[config.mk]
export PLATFORM = sky130hd
export DESIGN_NAME = prog_mode_ctrl
export DESIGN_NICKNAME = d
export VERILOG_FILES = /design/src/rtl/prog_mode_ctrl.sv
export SDC_FILE = /design/constraint.sdc
export NUM_CORES = 1
export LEC_CHECK = 0
export CORE_MARGIN = 2
export CORE_UTILIZATION = 45
export CTS_CLUSTER_DIAMETER = 60
export DETAILED_ROUTE_END_ITERATION = 10
export GPL_TIMING_DRIVEN = 0
export PLACE_DENSITY_LB_ADDON = 0.3
export SLEW_MARGIN = 20
export SYNTH_ARGS = -nofsm -noshare
export SYNTH_HDL_FRONTEND = slang
export SYNTH_SLANG_ARGS = --single-unit
[constraint.sdc]
create_clock -name clock -period 5 [get_ports clock]
set_clock_uncertainty 0.2 [all_clocks]
set_input_delay 1.5 -clock clock [delete_from_list [all_inputs] [get_ports clock]]
set_output_delay 1.5 -clock clock [all_outputs]
set_load 0.03 [all_outputs]
[src/rtl/prog_mode_ctrl.sv]
`timescale 1ns/1ps
// -----------------------------------------------------------------------------
// prog_mode_ctrl
// Sequences the switch between CPU run mode and UART-programming mode and
// arbitrates the instruction-ROM / data-RAM write ports between the CPU and the
// UART programmer.
//
// States:
//   RUN     : CPU out of reset and owns the RAM port combinationally.
//   LOAD    : CPU held in reset, programmer released; programmer writes are
//             registered (1-cycle latency) and steered by address bit 14.
//   RELEASE : both held in reset for RELEASE_CYCLES cycles, then RUN.
//
// Ports:
//   clock, reset          : system clock, asynchronous active-high reset
//   start_pg_i            : one-cycle request to enter programming mode
//   upg_wen_i/adr_i/dat_i : programmer write strobe, address, data
//   upg_done_i            : programmer finished (level)
//   cpu_ram_*_i           : CPU store enable, word address, data
//   upg_rst_o, cpu_rst_o  : active-high resets to programmer and CPU
//   rom_wen_o, ram_wen_o  : write enables (never both high)
//   mem_adr_o, mem_dat_o  : muxed write address / data
//   word_cnt_o            : words written in current/last load (saturating)
//   prog_mode_o           : high whenever not in RUN
//   abort_o               : sticky, last load ended by idle timeout
// -----------------------------------------------------------------------------
module prog_mode_ctrl #(
  parameter int unsigned RELEASE_CYCLES = 16,
  parameter int unsigned TIMEOUT_CYCLES = 1048576
) (
  input  logic        clock,
  input  logic        reset,
  input  logic        start_pg_i,
  input  logic        upg_wen_i,
  input  logic [14:0] upg_adr_i,
  input  logic [31:0] upg_dat_i,
  input  logic        upg_done_i,
  input  logic        cpu_ram_wen_i,
  input  logic [13:0] cpu_ram_adr_i,
  input  logic [31:0] cpu_ram_dat_i,
  output logic        upg_rst_o,
  output logic        cpu_rst_o,
  output logic        rom_wen_o,
  output logic        ram_wen_o,
  output logic [13:0] mem_adr_o,
  output logic [31:0] mem_dat_o,
  output logic [15:0] word_cnt_o,
  output logic        prog_mode_o,
  output logic        abort_o
);

  localparam int unsigned RCW = (RELEASE_CYCLES > 1) ? $clog2(RELEASE_CYCLES) : 1;
  localparam int unsigned ICW = (TIMEOUT_CYCLES > 1) ? $clog2(TIMEOUT_CYCLES) : 1;
  localparam logic [RCW-1:0] REL_LAST  = RCW'(RELEASE_CYCLES - 1);
  localparam logic [RCW-1:0] REL_ONE   = RCW'(1);
  localparam logic [RCW-1:0] REL_ZERO  = RCW'(0);
  localparam logic [ICW-1:0] IDLE_LAST = ICW'(TIMEOUT_CYCLES - 1);
  localparam logic [ICW-1:0] IDLE_ONE  = ICW'(1);
  localparam logic [ICW-1:0] IDLE_ZERO = ICW'(0);

  typedef enum logic [1:0] {
    ST_RUN     = 2'd0,
    ST_LOAD    = 2'd1,
    ST_RELEASE = 2'd2
  } state_t;

  state_t         r_state;
  state_t         w_nstate;
  logic [RCW-1:0] r_rel_cnt;
  logic [ICW-1:0] r_idle_cnt;
  logic           r_wr_rom;
  logic           r_wr_ram;
  logic [13:0]    r_wr_adr;
  logic [31:0]    r_wr_dat;
  logic [15:0]    r_word_cnt;
  logic           r_abort;
  logic           w_enter_load;
  logic           w_timeout;
  logic           w_capture;

  // A programmer write is only accepted while loading.
  assign w_capture = (r_state == ST_LOAD) && upg_wen_i;

  // Next-state logic and transition side-effect strobes.
  always_comb begin
    w_nstate     = r_state;
    w_enter_load = 1'b0;
    w_timeout    = 1'b0;
    case (r_state)
      ST_RUN: begin
        if (start_pg_i) begin
          w_nstate     = ST_LOAD;
          w_enter_load = 1'b1;
        end else begin
          w_nstate = ST_RUN;
        end
      end
      ST_LOAD: begin
        // done has priority; a cycle carrying a write is never idle
        if (upg_done_i) begin
          w_nstate = ST_RELEASE;
        end else if (!upg_wen_i && (r_idle_cnt == IDLE_LAST)) begin
          w_nstate  = ST_RELEASE;
          w_timeout = 1'b1;
        end else begin
          w_nstate = ST_LOAD;
        end
      end
      ST_RELEASE: begin
        if (start_pg_i) begin
          w_nstate     = ST_LOAD;
          w_enter_load = 1'b1;
        end else if (r_rel_cnt == REL_LAST) begin
          w_nstate = ST_RUN;
        end else begin
          w_nstate = ST_RELEASE;
        end
      end
      default: begin
        w_nstate = ST_RELEASE;
      end
    endcase
  end

  // State register.
  always_ff @(posedge clock or posedge reset) begin
    if (reset) begin
      r_state <= ST_RELEASE;
    end else begin
      r_state <= w_nstate;
    end
  end

  // Release hold counter: restarts from zero on every entry into RELEASE.
  always_ff @(posedge clock or posedge reset) begin
    if (reset) begin
      r_rel_cnt <= REL_ZERO;
    end else if ((r_state == ST_RELEASE) && (w_nstate == ST_RELEASE)) begin
      r_rel_cnt <= r_rel_cnt + REL_ONE;
    end else begin
      r_rel_cnt <= REL_ZERO;
    end
  end

  // Idle counter: cycles in LOAD since the last programmer write.
  always_ff @(posedge clock or posedge reset) begin
    if (reset) begin
      r_idle_cnt <= IDLE_ZERO;
    end else if ((r_state == ST_LOAD) && (w_nstate == ST_LOAD)) begin
      r_idle_cnt <= upg_wen_i ? IDLE_ZERO : (r_idle_cnt + IDLE_ONE);
    end else begin
      r_idle_cnt <= IDLE_ZERO;
    end
  end

  // Registered programmer write; a write captured in the last LOAD cycle
  // naturally lands in the first RELEASE cycle.
  always_ff @(posedge clock or posedge reset) begin
    if (reset) begin
      r_wr_rom <= 1'b0;
      r_wr_ram <= 1'b0;
      r_wr_adr <= 14'd0;
      r_wr_dat <= 32'd0;
    end else if (w_capture) begin
      r_wr_rom <= ~upg_adr_i[14];
      r_wr_ram <= upg_adr_i[14];
      r_wr_adr <= upg_adr_i[13:0];
      r_wr_dat <= upg_dat_i;
    end else begin
      r_wr_rom <= 1'b0;
      r_wr_ram <= 1'b0;
    end
  end

  // Saturating word counter; bumps on the edge that captures the write.
  always_ff @(posedge clock or posedge reset) begin
    if (reset) begin
      r_word_cnt <= 16'd0;
    end else if (w_enter_load) begin
      r_word_cnt <= 16'd0;
    end else if (w_capture && (r_word_cnt != 16'hFFFF)) begin
      r_word_cnt <= r_word_cnt + 16'd1;
    end else begin
      r_word_cnt <= r_word_cnt;
    end
  end

  // Sticky abort flag, cleared only when a new load starts.
  always_ff @(posedge clock or posedge reset) begin
    if (reset) begin
      r_abort <= 1'b0;
    end else if (w_enter_load) begin
      r_abort <= 1'b0;
    end else if (w_timeout) begin
      r_abort <= 1'b1;
    end else begin
      r_abort <= r_abort;
    end
  end

  // Write-port mux: CPU owns RAM combinationally in RUN, otherwise the
  // registered programmer write drives the port.
  always_comb begin
    rom_wen_o = r_wr_rom;
    ram_wen_o = r_wr_ram;
    mem_adr_o = r_wr_adr;
    mem_dat_o = r_wr_dat;
    if (r_state == ST_RUN) begin
      rom_wen_o = 1'b0;
      ram_wen_o = cpu_ram_wen_i;
      mem_adr_o = cpu_ram_adr_i;
      mem_dat_o = cpu_ram_dat_i;
    end else begin
      rom_wen_o = r_wr_rom;
      ram_wen_o = r_wr_ram;
    end
  end

  assign cpu_rst_o   = (r_state != ST_RUN);
  assign upg_rst_o   = (r_state != ST_LOAD);
  assign prog_mode_o = (r_state != ST_RUN);
  assign word_cnt_o  = r_word_cnt;
  assign abort_o     = r_abort;

endmodule

**After elaboration in Yosys (flattened, before gate mapping)**

Cells that the tools add are included.

- Flip-flop bits (word level): 91
- Latch bits: 0
- Memories kept: 0
- Memory bits (writable): 0
- Memory bits (read-only): 0

- Div/mod/pow operators: 0
- Bitwise operators: 1
- Mux-type cells: 24
- Equality and inequality tests: 8
- Reduce and logical (&&, ||, !) cells: 11
- Shift operators: 0
- Add/sub/neg operators: 3
- Multiply operators: 0
- $lt $le $gt $ge: 0

Operator list:

| kind | count |
|---|---|
| two-way mux 20 bit | 2 |
| two-way mux 16 bit | 2 |
| two-way mux 32 bit | 1 |
| adder 20 x 1 -> 20 bit (second input constant) | 1 |
| equality test 20 bit (second input constant) | 1 |
| adder 16 x 1 -> 16 bit (second input constant) | 1 |
| != test 16 bit (second input constant) | 1 |
| two-way mux 14 bit | 1 |
| two-way mux 1 bit | 12 |
| two-way mux 2 bit | 4 |
| one-hot mux 2 bit (3 select lines) | 1 |
| nonzero test 2 bit | 3 |
| logical AND 1 bit | 5 |
| adder 4 x 1 -> 4 bit (second input constant) | 1 |
| equality test 2 x 1 -> 1 bit (second input constant) | 2 |
| equality test 2 bit (second input constant) | 2 |
| equality test 4 bit (second input constant) | 1 |
| two-way mux 4 bit | 1 |
| logical NOT 2 bit | 1 |
| != test 2 x 1 -> 1 bit (second input constant) | 1 |
| OR reduction 2 bit | 1 |
| logical NOT 1 bit | 1 |
| inverter 1 bit | 1 |

**Longest topological paths before layout**

- Depth in word-level cells: 8
- Gate-level depth with buffers: 7
- Mapped depth without buffers: 5

**Worst setup path after synthesis**

No wires, ideal clock.

- Path kind: input-to-output
- Start point: input port cpu_ram_adr_i[0]
- End point: output port mem_adr_o[0]
- Path slack: 1468 ps
- Required time: 3300 ps
- Stages: 1
- Data arrival time: 1832 ps
- Cells stage by stage: mux2_2

- Cells in the longest elaborated chain, start to end: 1

RTL lines:

| what | line | text |
|---|---|---|
| start: declaration | 39 | `input logic [13:0] cpu_ram_adr_i,` |
| two-way mux 14 bit | 208 | `if (r_state == ST_RUN) begin` |
| end: declaration | 45 | `output logic [13:0] mem_adr_o,` |

Every way passes these cells.

**Final worst setup path**

- Start point: input port cpu_ram_dat_i[3]
- End point: output port mem_dat_o[3]

- Cells in the longest elaborated chain, start to end: 1

RTL lines:

| what | line | text |
|---|---|---|
| start: declaration | 40 | `input logic [31:0] cpu_ram_dat_i,` |
| two-way mux 32 bit | 208 |  |
| end: declaration | 46 | `output logic [31:0] mem_dat_o,` |

Every way passes these cells.

==> summary.txt <==
Clock tree
  • Hold Buf Count CTS: 0
  • Clock slew at reported path FFs: 90 ps
  • Clk sinks: 91
  • # resized after CTS: 0
  • TritonCTS clock tree: yes
  • H-Tree Depth: 3
  • CTS root buffer: clkbuf_8
  • Setup bufs post-CTS: 0
  • CTS buffer count: 9
  • Clock Tree Buf Depth: 2
  • Clock latency on the worst-skew pair: 360 ps

Drt
  • Drc violations: 0
  • Vias post-DR: 4166
  • ANT nets after route: 0
  • Post-Route WL: 12100 um
  • DR iter-0 viols: 130
  • Initial DRT Pass Iterations: 5
  • Vias per std cell: 5.16
  • WL/cell: 15.0 um

Floorplan
  • Die extent in x: 105 um
  • Die area: 11100 sq um
  • # IOs: 167
  • Die height: 105 um
  • Initial Util: 45.7%
  • Core area: 10100 sq um
  • # rows: 37

STA
  • # setup viols final: 0
  • Worst slew pin tran: 634 ps
  • Final hold slack: 257 ps
  • Period Utilization, post-route: 90.5%
  • Headroom to the max-slew limit: 57.4%
  • Final Critical Period: 4520 ps
  • RSZ-0062 raised after global routing: no
  • Final Hold Viols: 0
  • Max Freq: 0.221 GHz
  • Pins Over Slew Limit: 0

Cells and area
  • Post-layout net count: 769
  • Layout cells sized above 1: 13.1%
  • Area growth syn-to-layout: 44.2%
  • Commonest non-fill, non-tap cell in the layout: clkdlybuf4s50_1
  • Most frequent cells in the layout: 166 x clkdlybuf4s50_1, 161 x nand2_1, 90 x dfrtp_1
  • Ant diodes: 0
  • Final core utilization: 65.9%
  • Finished Layout Cells: 808

Worst setup path
  • Worst Setup SP: cpu_ram_dat_i[3]
  • Cell breakdown of the critical path: clkdlybuf4s50_1 -> mux2_2 -> clkdlybuf4s50_1
  • CP top delay family: buffers and inverters
  • Crit-path max FO: 1
  • CP dominant cell by count: clkdlybuf4s50_1
  • CP Launch Type: primary input
  • FF-to-FF setup slack: 2680 ps
  • Worst setup EP type: output port
  • Worst r2r src: word_cnt_o[0]$_DFFE_PP0P_
  • Largest stage delay on the critical path: 670 ps
  • Crit Path Class: primary input to output port
  • Critical path buffer and inverter count: 2
  • CP arrival: 2820 ps
  • Highest-delay cell along the critical path: clkdlybuf4s50_1
  • Worst Path Required: 3300 ps

Global routing
  • Largest net degree at the start of global routing: 49
  • Total congestion overflow: 0
  • Vias in the first global route: 4176
  • First-pass GRT wire length: 19800 um
  • Antenna violations before repair: 0
  • Total global-route track usage: 22.1%

Logic synthesis
  • Syn. warnings: 0
  • Syn_nets: 591
  • Synthesized area per cell: 9.47 sq um
  • Post-synthesis cell type count: 49
  • FF+latch count, synth: 91
  • Sequential area share after synthesis: 49.2%
  • Async set-reset flop share out of synthesis: 100%
  • Ys flop type: dfrtp_1
  • Cell count after synthesis: 489
  • Synth Cell Area: 4630 sq um
  • Post-synth EDFFs: 0

Place
  • Gpl congestion: 0.873
  • Port Buf Inserts: 166
  • Cells after DPL: 792
  • DP HPWL: 9130 um

Pwr
  • Power Dens Cells: 425 nW/um^2
  • Static Leak: 2.93 nW
  • Net Sw Frac: 38.9%
  • Switch Pwr: 1.10 mW
  • IR drop worst, VDD: 291 uV
  • Clock power share: 16.5%
  • Sequential share of power: 36.6%
  • Combinational share of power: 46.8%
  • Int Power: 1.73 mW

Job
  • Max-cap violations: 0

Min path
  • Hold wc startpoint: r_idle_cnt[0]$_DFF_PP0_
  • Worst Hold Class: register to register

Run status
  • Status: finished clean
==> path summary, 6_finish.rpt <==
kind / end / cells past startpoint
max in group asynchronous: r_wr_dat[26]$_DFFE_PP0P_ / 3
hold / removal: r_idle_cnt[0]$_DFF_PP0_ / 1
min in group asynchronous: r_wr_dat[2]$_DFFE_PP0P_ / 2
hold reg to reg: r_idle_cnt[0]$_DFF_PP0_ / 1
setup / recovery: mem_dat_o[3] / 3
setup reg to reg: word_cnt_o[8]$_DFFE_PP0P_ / 7
==> cell usage after synthesis, types with 2 or more instances <==
cell type	count	area share, %
buf_4	3	0.49
a311oi_1	3	0.57
dfrtp_1	90	49
or2_2	2	0.27
a211oi_1	3	0.49
a21oi_1	15	1.6
clkbuf_1	10	0.81
and3_1	5	0.68
nand3b_1	2	0.32
nor2b_1	3	0.41
nand2_1	161	13
nor4_1	3	0.41
xor2_1	9	1.7
and2_1	4	0.54
buf_2	8	0.86
nand2b_1	5	0.68
nand4_1	7	0.95
a21o_1	2	0.32
xnor2_1	2	0.38
ha_1	3	0.81
o21ai_0	7	0.76
or3_1	4	0.54
nor2_1	20	1.6
inv_1	11	0.89
buf_1	5	0.41
mux2i_1	7	1.5
nand3_1	10	1.1
o31ai_1	7	1.1
or4_1	9	1.5
nor3_1	3	0.32
a2111oi_2	2	0.65
mux2_2	47	11
==> stage by stage <==
step / worst slack (ps) / instance area (sq um) / total power, mW / TNS, ps
after floorplan: 938 / 4630 / 1.84 / 0
after global placement: -421 / 6460 / 2.35 / -37570
after detailed placement: 468 / 6490 / 2.39 / 0
after CTS: 440 / 6680 / 2.86 / 0
after global routing: 325 / 6680 / 3.00 / 0
final: 476 / 6680 / 2.84 / 0
==> flip-flops by register name, indices dropped and copies added (netlist names) <==
signal,cells
r_wr_dat,32
r_idle_cnt,20
word_cnt_o,16
r_wr_adr,14
r_rel_cnt,4
r_state,2
abort_o,1
r_wr_ram,1
r_wr_rom,1
==> power groups by stage <==
stage | Clock [mW] | Sequential (mW) | Combinational (mW)
final | 0.469 | 1.04 | 1.33
after global placement | 0 | 1.05 | 1.30
after global routing | 0.508 | 1.06 | 1.42
after CTS | 0.481 | 1.04 | 1.34
after detailed placement | 0 | 1.05 | 1.33
after floorplan | 0 | 1.02 | 0.817
==> worst register-to-register path, stage by stage, from the launching register on <==
cell and delay, ps:
dfrtp_1 460, ha_1 390, and3_1 200, buf_2 160, nand2_1 70, buf_2 190, or4_1 420, a21oi_1 160
==> kinds of logic after synthesis <==
family	after synthesis	synth area share [%]
flops	91	49.2
mux	54	12.9
fa+ha+maj	3	0.810
buf+inv	37	3.46
xor+xnor	11	2.08
simple gates	247	24.7
compound gates	46	6.89
==> routing by layer <==
metal,global-route usage (%),part of all wire (%)
met1,27.2,42
met3,4.70,5.0
met2,38.7,51
met4,7.14,1.8
met5,0,0
==> final cells by class <==
class / count / area [sq um]
fill: 814 / 3460
sequential: 91 / 2280
multi-input combinational: 361 / 2190
timing repair buffer: 167 / 1690
tap: 136 / 170
clock buffer: 10 / 138
buffer: 26 / 119
clock inverter: 6 / 47.5
inverter: 11 / 43.8
Note: power is estimated with default switching activity, not from simulation.
